<file path="src/rtl/cache_fill_multi.sv">
// cache_fill_multi
// Direct-mapped cache data store with per-line valid bits and a line-fill
// sequencer. Tags and hit/miss decisions on tags live outside; this block
// only knows which lines hold complete, trustworthy data.
//
// Ports
//   clk, rst              clock, asynchronous active-high reset
//   rd_req/line/offset    byte read request (result one cycle later)
//   rd_valid/hit/data     registered read result; data is zero on a miss
//   wr_en/line/offset/data CPU byte write (does not touch valid bits)
//   inv_en/inv_line       clear one line's valid bit
//   fill_start/fill_line  begin refilling a whole line from memory
//   fill_busy/fill_done   sequencer active / one-cycle completion pulse
//   mem_req/line/offset   beat request to memory, held until mem_valid
//   mem_valid/mem_data    beat returned by memory
//   line_valid            per-line valid bits
//
// Memory handshake: mem_req stays high with mem_line/mem_offset stable until
// a cycle with mem_valid=1; that cycle transfers exactly one byte. mem_valid
// is ignored whenever the sequencer is not requesting.
module cache_fill_multi #(
  parameter int LINES      = 4,
  parameter int LINE_BYTES = 8,
  parameter int DATA_W     = 8,
  parameter int LW         = $clog2(LINES),
  parameter int OW         = $clog2(LINE_BYTES)
) (
  input  logic              clk,
  input  logic              rst,
  input  logic              rd_req,
  input  logic [LW-1:0]     rd_line,
  input  logic [OW-1:0]     rd_offset,
  output logic              rd_valid,
  output logic              rd_hit,
  output logic [DATA_W-1:0] rd_data,
  input  logic              wr_en,
  input  logic [LW-1:0]     wr_line,
  input  logic [OW-1:0]     wr_offset,
  input  logic [DATA_W-1:0] wr_data,
  input  logic              inv_en,
  input  logic [LW-1:0]     inv_line,
  input  logic              fill_start,
  input  logic [LW-1:0]     fill_line,
  output logic              fill_busy,
  output logic              fill_done,
  output logic              mem_req,
  output logic [LW-1:0]     mem_line,
  output logic [OW-1:0]     mem_offset,
  input  logic              mem_valid,
  input  logic [DATA_W-1:0] mem_data,
  output logic [LINES-1:0]  line_valid
);

  localparam int AW = LW + OW;

  typedef enum logic [1:0] {
    IDLE = 2'd0,
    REQ  = 2'd1,
    DONE = 2'd2
  } fill_state_t;

  // Sequencer state; visible hierarchically as fill_state for checkers.
  fill_state_t fill_state;

  logic [DATA_W-1:0] data_q [LINES*LINE_BYTES];

  logic [AW-1:0]     rd_addr;
  logic [AW-1:0]     wr_addr;
  logic [AW-1:0]     fill_addr;
  logic              fill_we;
  logic              cpu_we;
  logic [DATA_W-1:0] rd_byte;

  assign rd_addr   = {rd_line, rd_offset};
  assign wr_addr   = {wr_line, wr_offset};
  assign fill_addr = {mem_line, mem_offset};
  assign fill_we   = (fill_state == REQ) && mem_valid;
  // A fill beat to the same byte overrides the CPU write.
  assign cpu_we    = wr_en && !(fill_we && (fill_addr == wr_addr));

  // Write-first read: return the byte as it will be after this edge.
  always_comb begin
    rd_byte = data_q[rd_addr];
    if (cpu_we && (wr_addr == rd_addr)) rd_byte = wr_data;
    if (fill_we && (fill_addr == rd_addr)) rd_byte = mem_data;
  end

  // Data array: not reset, partial fill data survives a reset.
  always_ff @(posedge clk) begin
    if (cpu_we)  data_q[wr_addr]   <= wr_data;
    if (fill_we) data_q[fill_addr] <= mem_data;
  end

  // Read port: hit reflects valid bits as they stood before the edge.
  always_ff @(posedge clk or posedge rst) begin
    if (rst) begin
      rd_valid <= 1'b0;
      rd_hit   <= 1'b0;
      rd_data  <= '0;
    end else begin
      rd_valid <= rd_req;
      rd_hit   <= rd_req && line_valid[rd_line];
      rd_data  <= (rd_req && line_valid[rd_line]) ? rd_byte : '0;
    end
  end

  // Fill sequencer and valid bits.
  always_ff @(posedge clk or posedge rst) begin
    if (rst) begin
      fill_state <= IDLE;
      fill_busy  <= 1'b0;
      fill_done  <= 1'b0;
      mem_req    <= 1'b0;
      mem_line   <= '0;
      mem_offset <= '0;
      line_valid <= '0;
    end else begin
      fill_done <= 1'b0;
      case (fill_state)
        IDLE: begin
          if (fill_start) begin
            mem_line              <= fill_line;
            mem_offset            <= '0;
            mem_req               <= 1'b1;
            fill_busy             <= 1'b1;
            line_valid[fill_line] <= 1'b0;
            fill_state            <= REQ;
          end
        end
        REQ: begin
          if (mem_valid) begin
            if (mem_offset == OW'(LINE_BYTES - 1)) begin
              mem_req    <= 1'b0;
              fill_done  <= 1'b1;
              fill_state <= DONE;
            end else begin
              mem_offset <= mem_offset + 1'b1;
            end
          end
        end
        DONE: begin
          line_valid[mem_line] <= 1'b1;
          fill_busy            <= 1'b0;
          fill_state           <= IDLE;
        end
        default: fill_state <= IDLE;
      endcase
      // Last assignment wins: invalidate beats a same-edge fill completion.
      if (inv_en) line_valid[inv_line] <= 1'b0;
    end
  end

endmodule

</file>
<file path="config.mk">
export PLATFORM = sky130hd
export DESIGN_NAME = cache_fill_multi
export DESIGN_NICKNAME = d
export VERILOG_FILES = /design/src/rtl/cache_fill_multi.sv
export SDC_FILE = /design/constraint.sdc
export NUM_CORES = 1
export LEC_CHECK = 0
export ABC_CLOCK_PERIOD_IN_PS = 3600
export BUFFER_PORTS_ARGS = -buffer_cell sky130_fd_sc_hd__buf_2
export CAP_MARGIN = 5
export CORE_UTILIZATION = 55
export DETAILED_ROUTE_END_ITERATION = 12
export PLACE_DENSITY = 0.84
export SLEW_MARGIN = 20
export SYNTH_ARGS = -nofsm -noshare
export SYNTH_HDL_FRONTEND = slang
export SYNTH_SLANG_ARGS = --single-unit
</file>
<file path="constraint.sdc">
create_clock -name clk -period 3.6 [get_ports clk]
set_input_delay 0.72 -clock clk [delete_from_list [all_inputs] [get_ports clk]]
set_output_delay 0.72 -clock clk [all_outputs]
set_load 0.05 [all_outputs]
</file>
==> insert_results.sql, run 1 <==
INSERT INTO impl_metrics (metric_group, metric, value, unit) VALUES
('place', 'globalplace.congestion', '0.955', ''),
('global_routing', 'global_route_wire_length_before_repair', '62.1', 'mm'),
('job', 'max_cap_violations', '0', ''),
('synth', 'syn_avg_cell_area', '14.0', 'sq um'),
('layout', 'flow.area_growth_from_synthesis', '9.44', '%'),
('routing', 'average_wire_length_per_cell_after_detail_routing', '28.2', 'um'),
('power', 'total_leakage_power', '5.86', 'nW'),
('clock_tree', 'cts.sink_count', '280', ''),
('place', 'detailedPlace.worstSlack', '623', 'ps'),
('sta', 'setup_violations', '0', ''),
('sta', 'slew_viol_final', '0', ''),
('layout', 'fin_cells', '1470', ''),
('clock_tree', 'clk_pin_slew', '60', 'ps'),
('global_routing', 'grt_overflow', '0', ''),
('sta', 'min_period', '2720', 'ps'),
('routing', 'final_antenna_net_count', '0', ''),
('synth', 'dominantRegCellSynth', 'edfxtp_1', ''),
('clock_tree', 'cts.path.max_buffers', '3', ''),
('routing', 'drt-initial-drc-count', '1258', ''),
('synth', 'syn-num-nets', '1121', ''),
('outcome', 'status', 'finished, final reports clean', ''),
('place', 'port_buffers', '58', ''),
('place', 'dpl.hpwl', '25.1', 'mm'),
('routing', 'drt-pass1-iter-count', '5', ''),
('routing', 'via_count', '9953', ''),
('synth', 'synth-edff-count', '256', ''),
('critical_path', 'largest_fanout_on_the_critical_path', '11', ''),
('global_routing', 'grtUsageTotal', '29.9', '%'),
('sta', 'max_clock_freq', '367', 'MHz'),
('power', 'vdd_ir_drop_max', '0.000400', 'V'),
('synth', 'yosys_register_bits', '280', ''),
('sta', 'timing_worst_slew_pin_value', '1020', 'ps'),
('sta', 'relSlewSlack', '32.3', '%'),
('floorplan', 'initial_core_util', '56.0', '%'),
('global_routing', 'number_of_antenna_violations_at_the_first_check_in_global_routing', '1', ''),
('layout', 'stdcell_area', '16500', 'sq um'),
('clock_tree', 'cts_tree', 'yes', ''),
('synth', 'synthesis.area', '15100', 'sq um'),
('floorplan', 'area_of_the_placeable_core', '26900', 'sq um'),
('layout', 'finalNetCount', '1149', ''),
('min_path', 'holdCritPathClass', 'input pin to register', ''),
('clock_tree', 'postCtsSetupBuffers', '0', ''),
('sta', 'final.setup.worst_slack', '879', 'ps'),
('clock_tree', 'cts-resized-gates', '0', ''),
('routing', 'drc_errors', '0', ''),
('place', 'place_inst', '1417', ''),
('floorplan', 'floorplan.die.height', '167', 'um'),
('clock_tree', 'worstSkewPairLatency', '550', 'ps'),
('clock_tree', 'root_buffer', 'clkbuf_16', ''),
('floorplan', 'die_area', '28000', 'sq um'),
('synth', 'synth-seq-area-share', '55.0', '%'),
('global_routing', 'grt_start_max_net_pins', '41', ''),
('critical_path', 'reg2reg_setup_slack', '880', 'ps'),
('clock_tree', 'htree_num_levels', '1', ''),
('layout', 'finish.utilization', '61.3', '%'),
('sta', 'timing.final.crit_share', '75.6', '%'),
('power', 'power_per_cell_area', '506', 'nW/um^2'),
('synth', 'ys_async_sr_fraction', '8.57', '%'),
('sta', 'clock_skew', '16.5', 'ps'),
('sta', 'setup_tns', '0', 'ps'),
('global_routing', 'number_of_global_route_vias_before_repair', '10200', ''),
('critical_path', 'cp_data_required_time', '3860', 'ps'),
('sta', 'hold_violations', '0', ''),
('critical_path', 'critical_path.startpoint_type', 'register', ''),
('place', 'post_dp_cell_area', '15600', 'sq um'),
('floorplan', 'io_pins', '59', ''),
('critical_path', 'critPathArrivalTime', '2980', 'ps'),
('critical_path', 'timing.critical_path.to_type', 'register', ''),
('routing', 'postRouteWirelength', '41.5', 'mm'),
('routing', 'post_drt_via_cell_ratio', '6.77', ''),
('clock_tree', 'cts_made_buffers', '29', ''),
('floorplan', 'die_w', '167', 'um'),
('floorplan', 'std_cell_rows', '60', ''),
('sta', 'rsz0062_at_grt', 'false', ''),
('synth', 'yosys_warnings', '0', ''),
('clock_tree', 'cts_hold_buffers', '0', ''),
('synth', 'netlist-cell-type-count', '58', ''),
('critical_path', 'crit_type', 'register to register', ''),
('synth', 'synthCells', '1079', ''),
('layout', 'layout-drive-gt1-share', '40.0', '%');
[layout make-up]
type                    instances  area [sq um]
clock inverters                11          50.0
diodes                          1          2.50
well taps                     341           427
repair buffers                 94           604
fillers                      1995         10400
inverters                       8          30.0
multi-input cells             694          6260
flip-flops and latches        280          8290
clock buffers                  41           811
[kinds of logic after synthesis]
kind of cell / after synthesis / synth area share (%)
mux: 352 / 27.1
flops: 280 / 55.0
simple gates: 180 / 6.57
compound gates: 142 / 6.67
buf+inv: 105 / 3.34
xor+xnor: 15 / 0.873
fa+ha+maj: 5 / 0.416
[Yosys cell counts, types with 6 or more instances]
cell      number  area share (%)
edfxtp_1     256              51
mux2_2       241              18
mux2i_1       90             6.0
clkbuf_1      56             1.4
nand2_1       56             1.4
a22oi_1       36             1.8
o21ai_0       31             1.0
nand3_1       26            0.86
dfrtp_1       24             4.0
nand2_2       21            0.87
a21oi_1       20            0.66
mux4_2        20             3.0
nor2_2        16            0.66
buf_2         15            0.50
buf_4         12            0.60
o22ai_1       12            0.50
and3_1        10            0.42
xnor2_1       10            0.58
a22o_1         9            0.52
and2_1         8            0.33
inv_1          8            0.20
nor2_1         8            0.20
nor2b_1        8            0.33
o31ai_1        8            0.40
a221oi_1       6            0.35
clkbuf_2       6            0.20
[cells in the final DEF (no fill, tap or decap), types with 9 or more instances in the layout]
cell type | synthesis | layout
edfxtp_1 | 256 | 256
mux2_2 | 241 | 241
mux2i_1 | 90 | 90
buf_2 | 15 | 57
nand2_1 | 56 | 56
a22oi_1 | 36 | 36
buf_4 | 12 | 33
o21ai_0 | 31 | 31
clkbuf_16 | 0 | 29
nand3_1 | 26 | 26
dfrtp_1 | 24 | 24
nand2_2 | 21 | 21
a21oi_1 | 20 | 20
mux4_2 | 20 | 20
nor2_2 | 16 | 16
o22ai_1 | 12 | 12
xnor2_1 | 10 | 10
and3_1 | 10 | 10
a22o_1 | 9 | 9
[stage by stage]
stage | hold WS [ps] | power, mW
floorplan | 471 | 5.11
global placement | 499 | 5.51
detailed placement | 511 | 5.56
CTS | 298 | 8.30
global route | 315 | 8.56
finish | 304 | 8.33
[registers in the layout, indices dropped and copies added (netlist names)]
name / cells
fill_state: 2
mem_line: 2
rd_hit: 1
data_q: 256
fill_done: 1
rd_data: 8
fill_busy: 1
rd_valid: 1
mem_offset: 3
line_valid: 4
mem_req: 1
[power breakdown]
group	internal [mW]	leakage (nW)	switching (mW)
sequential	3.79	2.62	0.121
clock	1.55	0.429	1.23
combinational	0.566	2.81	1.07
total	5.91	5.86	2.42
[worst max-delay path, cell delays in order (launching register included)]
cell and delay [ps]:
dfrtp_1 590, xor2_1 350, o31a_1 540, nand3b_2 420, o21ai_0 310, buf_4 220
[path summary, 6_finish.rpt]
check,start,cells after the start,endpoint
max,mem_line[0],5,data_q[2][4]
min,rd_req,1,rd_valid
max reg2reg,mem_line[0],5,data_q[2][4]
min reg2reg,fill_state[1],1,fill_state[0]
max in group asynchronous,rst,2,mem_offset[2]
min in group asynchronous,rst,2,rd_hit
[metal layers]
metal	share of wire, %	global-route usage, %	vias up
met4	4.6	13.3	0
met5	0	0	-
met3	12	6.55	145
li1	-	-	4212
met2	47	48.6	683
met1	36	38.6	4913
No activity file was read; power rests on OpenSTA's default activity.
==> inputs of run 2 (changes only) <==
ABC_AREA = 1   (was unset)
ABC_CLOCK_PERIOD_IN_PS = 2800   (was 3600)
clock period = 2.8 ns   (was 3.6 ns; I/O delays follow)
==> run 2 against run 1 <==
First-iteration DRC count rose by 65%. Count of clock-buffer cells in the layout fell by 10. Fmax rose by 15%. Flip-flop and latch count did not move. Die area fell by 0.39%. Global-route usage rose by 2.5 points. Critical path type unchanged. Largest cell class unchanged.
==> insert_results.sql, run 2 <==
INSERT INTO impl_metrics (metric_group, metric, value, unit) VALUES
('outcome', 'status', 'finished, final reports clean', ''),
('floorplan', 'std_cell_rows', '60', ''),
('synth', 'syn-num-nets', '1851', ''),
('routing', 'total_length_of_routed_met2_wires', '19.6', 'mm'),
('floorplan', 'floorplan.die.height', '167', 'um'),
('synth', 'dominantRegCellSynth', 'edfxtp_1', ''),
('routing', 'post_drt_via_cell_ratio', '6.11', ''),
('place', 'detailedPlace.worstSlack', '516', 'ps'),
('synth', 'synth-edff-count', '256', ''),
('critical_path', 'timing.critical_path.cells', 'inv_1 -> ha_1 -> inv_1 -> nor2_4 -> nand2_1 -> o21ai_0 -> buf_4', ''),
('sta', 'relSlewSlack', '34.3', '%'),
('floorplan', 'die_area', '27900', 'sq um'),
('power', 'power_per_cell_area', '647', 'nW/um^2'),
('clock_tree', 'cts_made_buffers', '29', ''),
('place', 'port_buffers', '58', ''),
('routing', 'route.met3.wl', '6.65', 'mm'),
('floorplan', 'initial_core_util', '55.8', '%'),
('layout', 'fin_cells', '2200', ''),
('power', 'fin_total_pwr', '10.8', 'mW'),
('min_path', 'holdCritPathClass', 'input pin to async pin', ''),
('clock_tree', 'cts.path.max_buffers', '3', ''),
('synth', 'yosys.area.top_type', 'edfxtp_1', ''),
('place', 'place_inst', '2147', ''),
('sta', 'setup_violations', '0', ''),
('critical_path', 'cp_data_required_time', '3040', 'ps'),
('critical_path', 'timing.critical_path.to_type', 'register', ''),
('synth', 'dominant_cell_by_count_in_the_synthesized_netlist', 'nand2_1', ''),
('routing', 'met1_wire_length', '16.0', 'mm'),
('routing', 'final_antenna_net_count', '0', ''),
('layout', 'flow.area_growth_from_synthesis', '11.3', '%'),
('synth', 'synthCells', '1809', ''),
('synth', 'yosys_register_bits', '280', ''),
('synth', 'synth-seq-area-share', '55.3', '%'),
('floorplan', 'io_pins', '59', ''),
('sta', 'rsz0062_at_grt', 'false', ''),
('layout', 'stdcell_area', '16700', 'sq um'),
('layout', 'largestRegisters', 'data_q x256, rd_data x8, line_valid x4', ''),
('clock_tree', 'cts_hold_buffers', '0', ''),
('clock_tree', 'cts_tree', 'yes', ''),
('routing', 'drt-initial-drc-count', '2072', ''),
('routing', 'drc_errors', '0', ''),
('layout', 'layout-drive-gt1-share', '11.4', '%'),
('routing', 'average_wire_length_per_cell_after_detail_routing', '20.5', 'um'),
('routing', 'via_count', '13400', ''),
('global_routing', 'grt_start_max_net_pins', '131', ''),
('sta', 'clock_skew', '17.5', 'ps'),
('layout', 'finish.utilization', '62.1', '%'),
('synth', 'syn_avg_cell_area', '8.29', 'sq um'),
('layout', 'final_common_cell', 'nand2_1', ''),
('synth', 'synthesis.area', '15000', 'sq um'),
('layout', 'num-fill-cells', '2157', ''),
('critical_path', 'largest_fanout_on_the_critical_path', '17', ''),
('critical_path', 'critPathArrivalTime', '2600', 'ps'),
('routing', 'highest_layer', 'met5', ''),
('layout', 'number_of_flip_flops_in_the_largest_register', '256', ''),
('sta', 'timing_worst_slew_pin_value', '985', 'ps'),
('synth', 'yosys_warnings', '0', ''),
('critical_path', 'critical_path.startpoint_type', 'register', ''),
('critical_path', 'crit_type', 'register to register', ''),
('place', 'dpl.hpwl', '28.3', 'mm'),
('synth', 'synth_area_leaders', 'edfxtp_1 (51%), nand2_1 (16%), o21ai_0 (9.0%)', ''),
('floorplan', 'die_w', '167', 'um'),
('critical_path', 'crit_path_top_delay_cell', 'dfrtp_1', ''),
('floorplan', 'area_of_the_placeable_core', '26900', 'sq um'),
('clock_tree', 'root_buffer', 'clkbuf_16', ''),
('routing', 'postRouteWirelength', '45.1', 'mm'),
('global_routing', 'number_of_antenna_violations_at_the_first_check_in_global_routing', '1', ''),
('clock_tree', 'htree_num_levels', '1', ''),
('layout', 'layout.area.seq', '8290', 'sq um'),
('sta', 'min_period', '2360', 'ps'),
('global_routing', 'grt_overflow', '0', ''),
('sta', 'max_clock_freq', '424', 'MHz'),
('layout', 'layout_common_cells', 'nand2_1 (653), o21ai_0 (269), edfxtp_1 (256)', ''),
('global_routing', 'grtUsageTotal', '32.4', '%'),
('clock_tree', 'cts.sink_count', '280', ''),
('clock_tree', 'postCtsSetupBuffers', '0', ''),
('critical_path', 'critPathMaxStageDelay', '450', 'ps'),
('sta', 'hold_violations', '0', ''),
('synth', 'most_numerous_cell_types_in_the_synthesized_netlist', 'nand2_1 (653), o21ai_0 (269), edfxtp_1 (256), nand3_1 (232), inv_1 (104)', ''),
('layout', 'finalNetCount', '1879', ''),
('routing', 'drt-pass1-iter-count', '8', ''),
('sta', 'setup_tns', '0', 'ps'),
('sta', 'slew_viol_final', '0', ''),
('place', 'globalplace.congestion', '0.948', ''),
('sta', 'final.setup.worst_slack', '441', 'ps'),
('global_routing', 'global_route_wire_length_before_repair', '68.9', 'mm'),
('sta', 'timing.final.crit_share', '84.2', '%'),
('clock_tree', 'worstSkewPairLatency', '550', 'ps'),
('layout', 'top_register', 'data_q', ''),
('job', 'max_cap_violations', '0', ''),
('global_routing', 'number_of_global_route_vias_before_repair', '12500', ''),
('clock_tree', 'clk_pin_slew', '60', 'ps'),
('power', 'vdd_ir_drop_max', '0.00100', 'V'),
('layout', 'multi_input_gate_area', '5660', 'sq um'),
('synth', 'netlist-cell-type-count', '33', ''),
('synth', 'ys_async_sr_fraction', '8.57', '%'),
('clock_tree', 'cts-resized-gates', '0', ''),
('synth', 'synth_top_area_share', '51.3', '%'),
('sta', 'finalHoldWorstSlack', '96.7', 'ps'),
('critical_path', 'crit_path_frequent_cell', 'inv_1', ''),
('power', 'total_leakage_power', '7.23', 'nW'),
('place', 'post_dp_cell_area', '15800', 'sq um');
run 2: cell count changes in the layout (fill, tap and decap cells not counted), sizes merged, moves of 20 or more:
cell | before | now
mux2i | 90 | 0
nor2 | 24 | 47
mux2 | 242 | 0
mux4 | 20 | 0
nand2 | 77 | 654
nand3 | 27 | 234
o21ai | 35 | 299
buf | 94 | 143
a22oi | 36 | 0
inv | 8 | 110
run 2: cells by family after synthesis:
kind of cell,count (synthesis),synth area share (%)
simple gates,941,26.0
flops,280,55.3
compound gates,319,11.0
fa+ha+maj,5,0.417
xor+xnor,5,0.292
buf+inv,259,7.00
run 2: worst max-delay path: cells and delay by family (launching register included):
kind,cells,cell delay (ps)
simple gates,2,710
fa+ha+maj,1,210
buf+inv,3,480
flops,1,450
compound gates,1,200
run 2: final cells by class:
class	count	area share (%)
flip-flops and latches	280	49.7
multi-input cells	1270	33.9
repair buffers	143	6.03
clock buffers	31	4.39
inverters	113	2.56
well taps	341	2.56
clock inverters	21	0.862
diodes	1	0.0150
run 2: path summary, 6_finish.rpt:
path / startpoint / end / slack (ps) / depth (start not counted)
setup / recovery: mem_offset[0] / data_q[16][5] / 440 / 7
hold / removal: rst / mem_line[1] / 100 / 2
setup reg to reg: mem_offset[0] / data_q[16][5] / 440 / 7
hold reg to reg: mem_req / mem_req / 500 / 2
max in group asynchronous: rst / rd_data[7] / 2270 / 2
min in group clk: rd_req / rd_valid / 140 / 1
run 2: per-layer routing:
metal	track usage [%]	up-vias
met4	17.1	2
met2	49.8	1024
met3	7.00	241
met5	0	-
li1	-	6117
met1	43.4	6063
run 2: report_power, final:
part / internal (mW) / switching [mW] / leakage, nW
logic: 0.566 / 1.55 / 4.17
clock network: 2.05 / 1.58 / 0.433
registers: 4.89 / 0.147 / 2.62
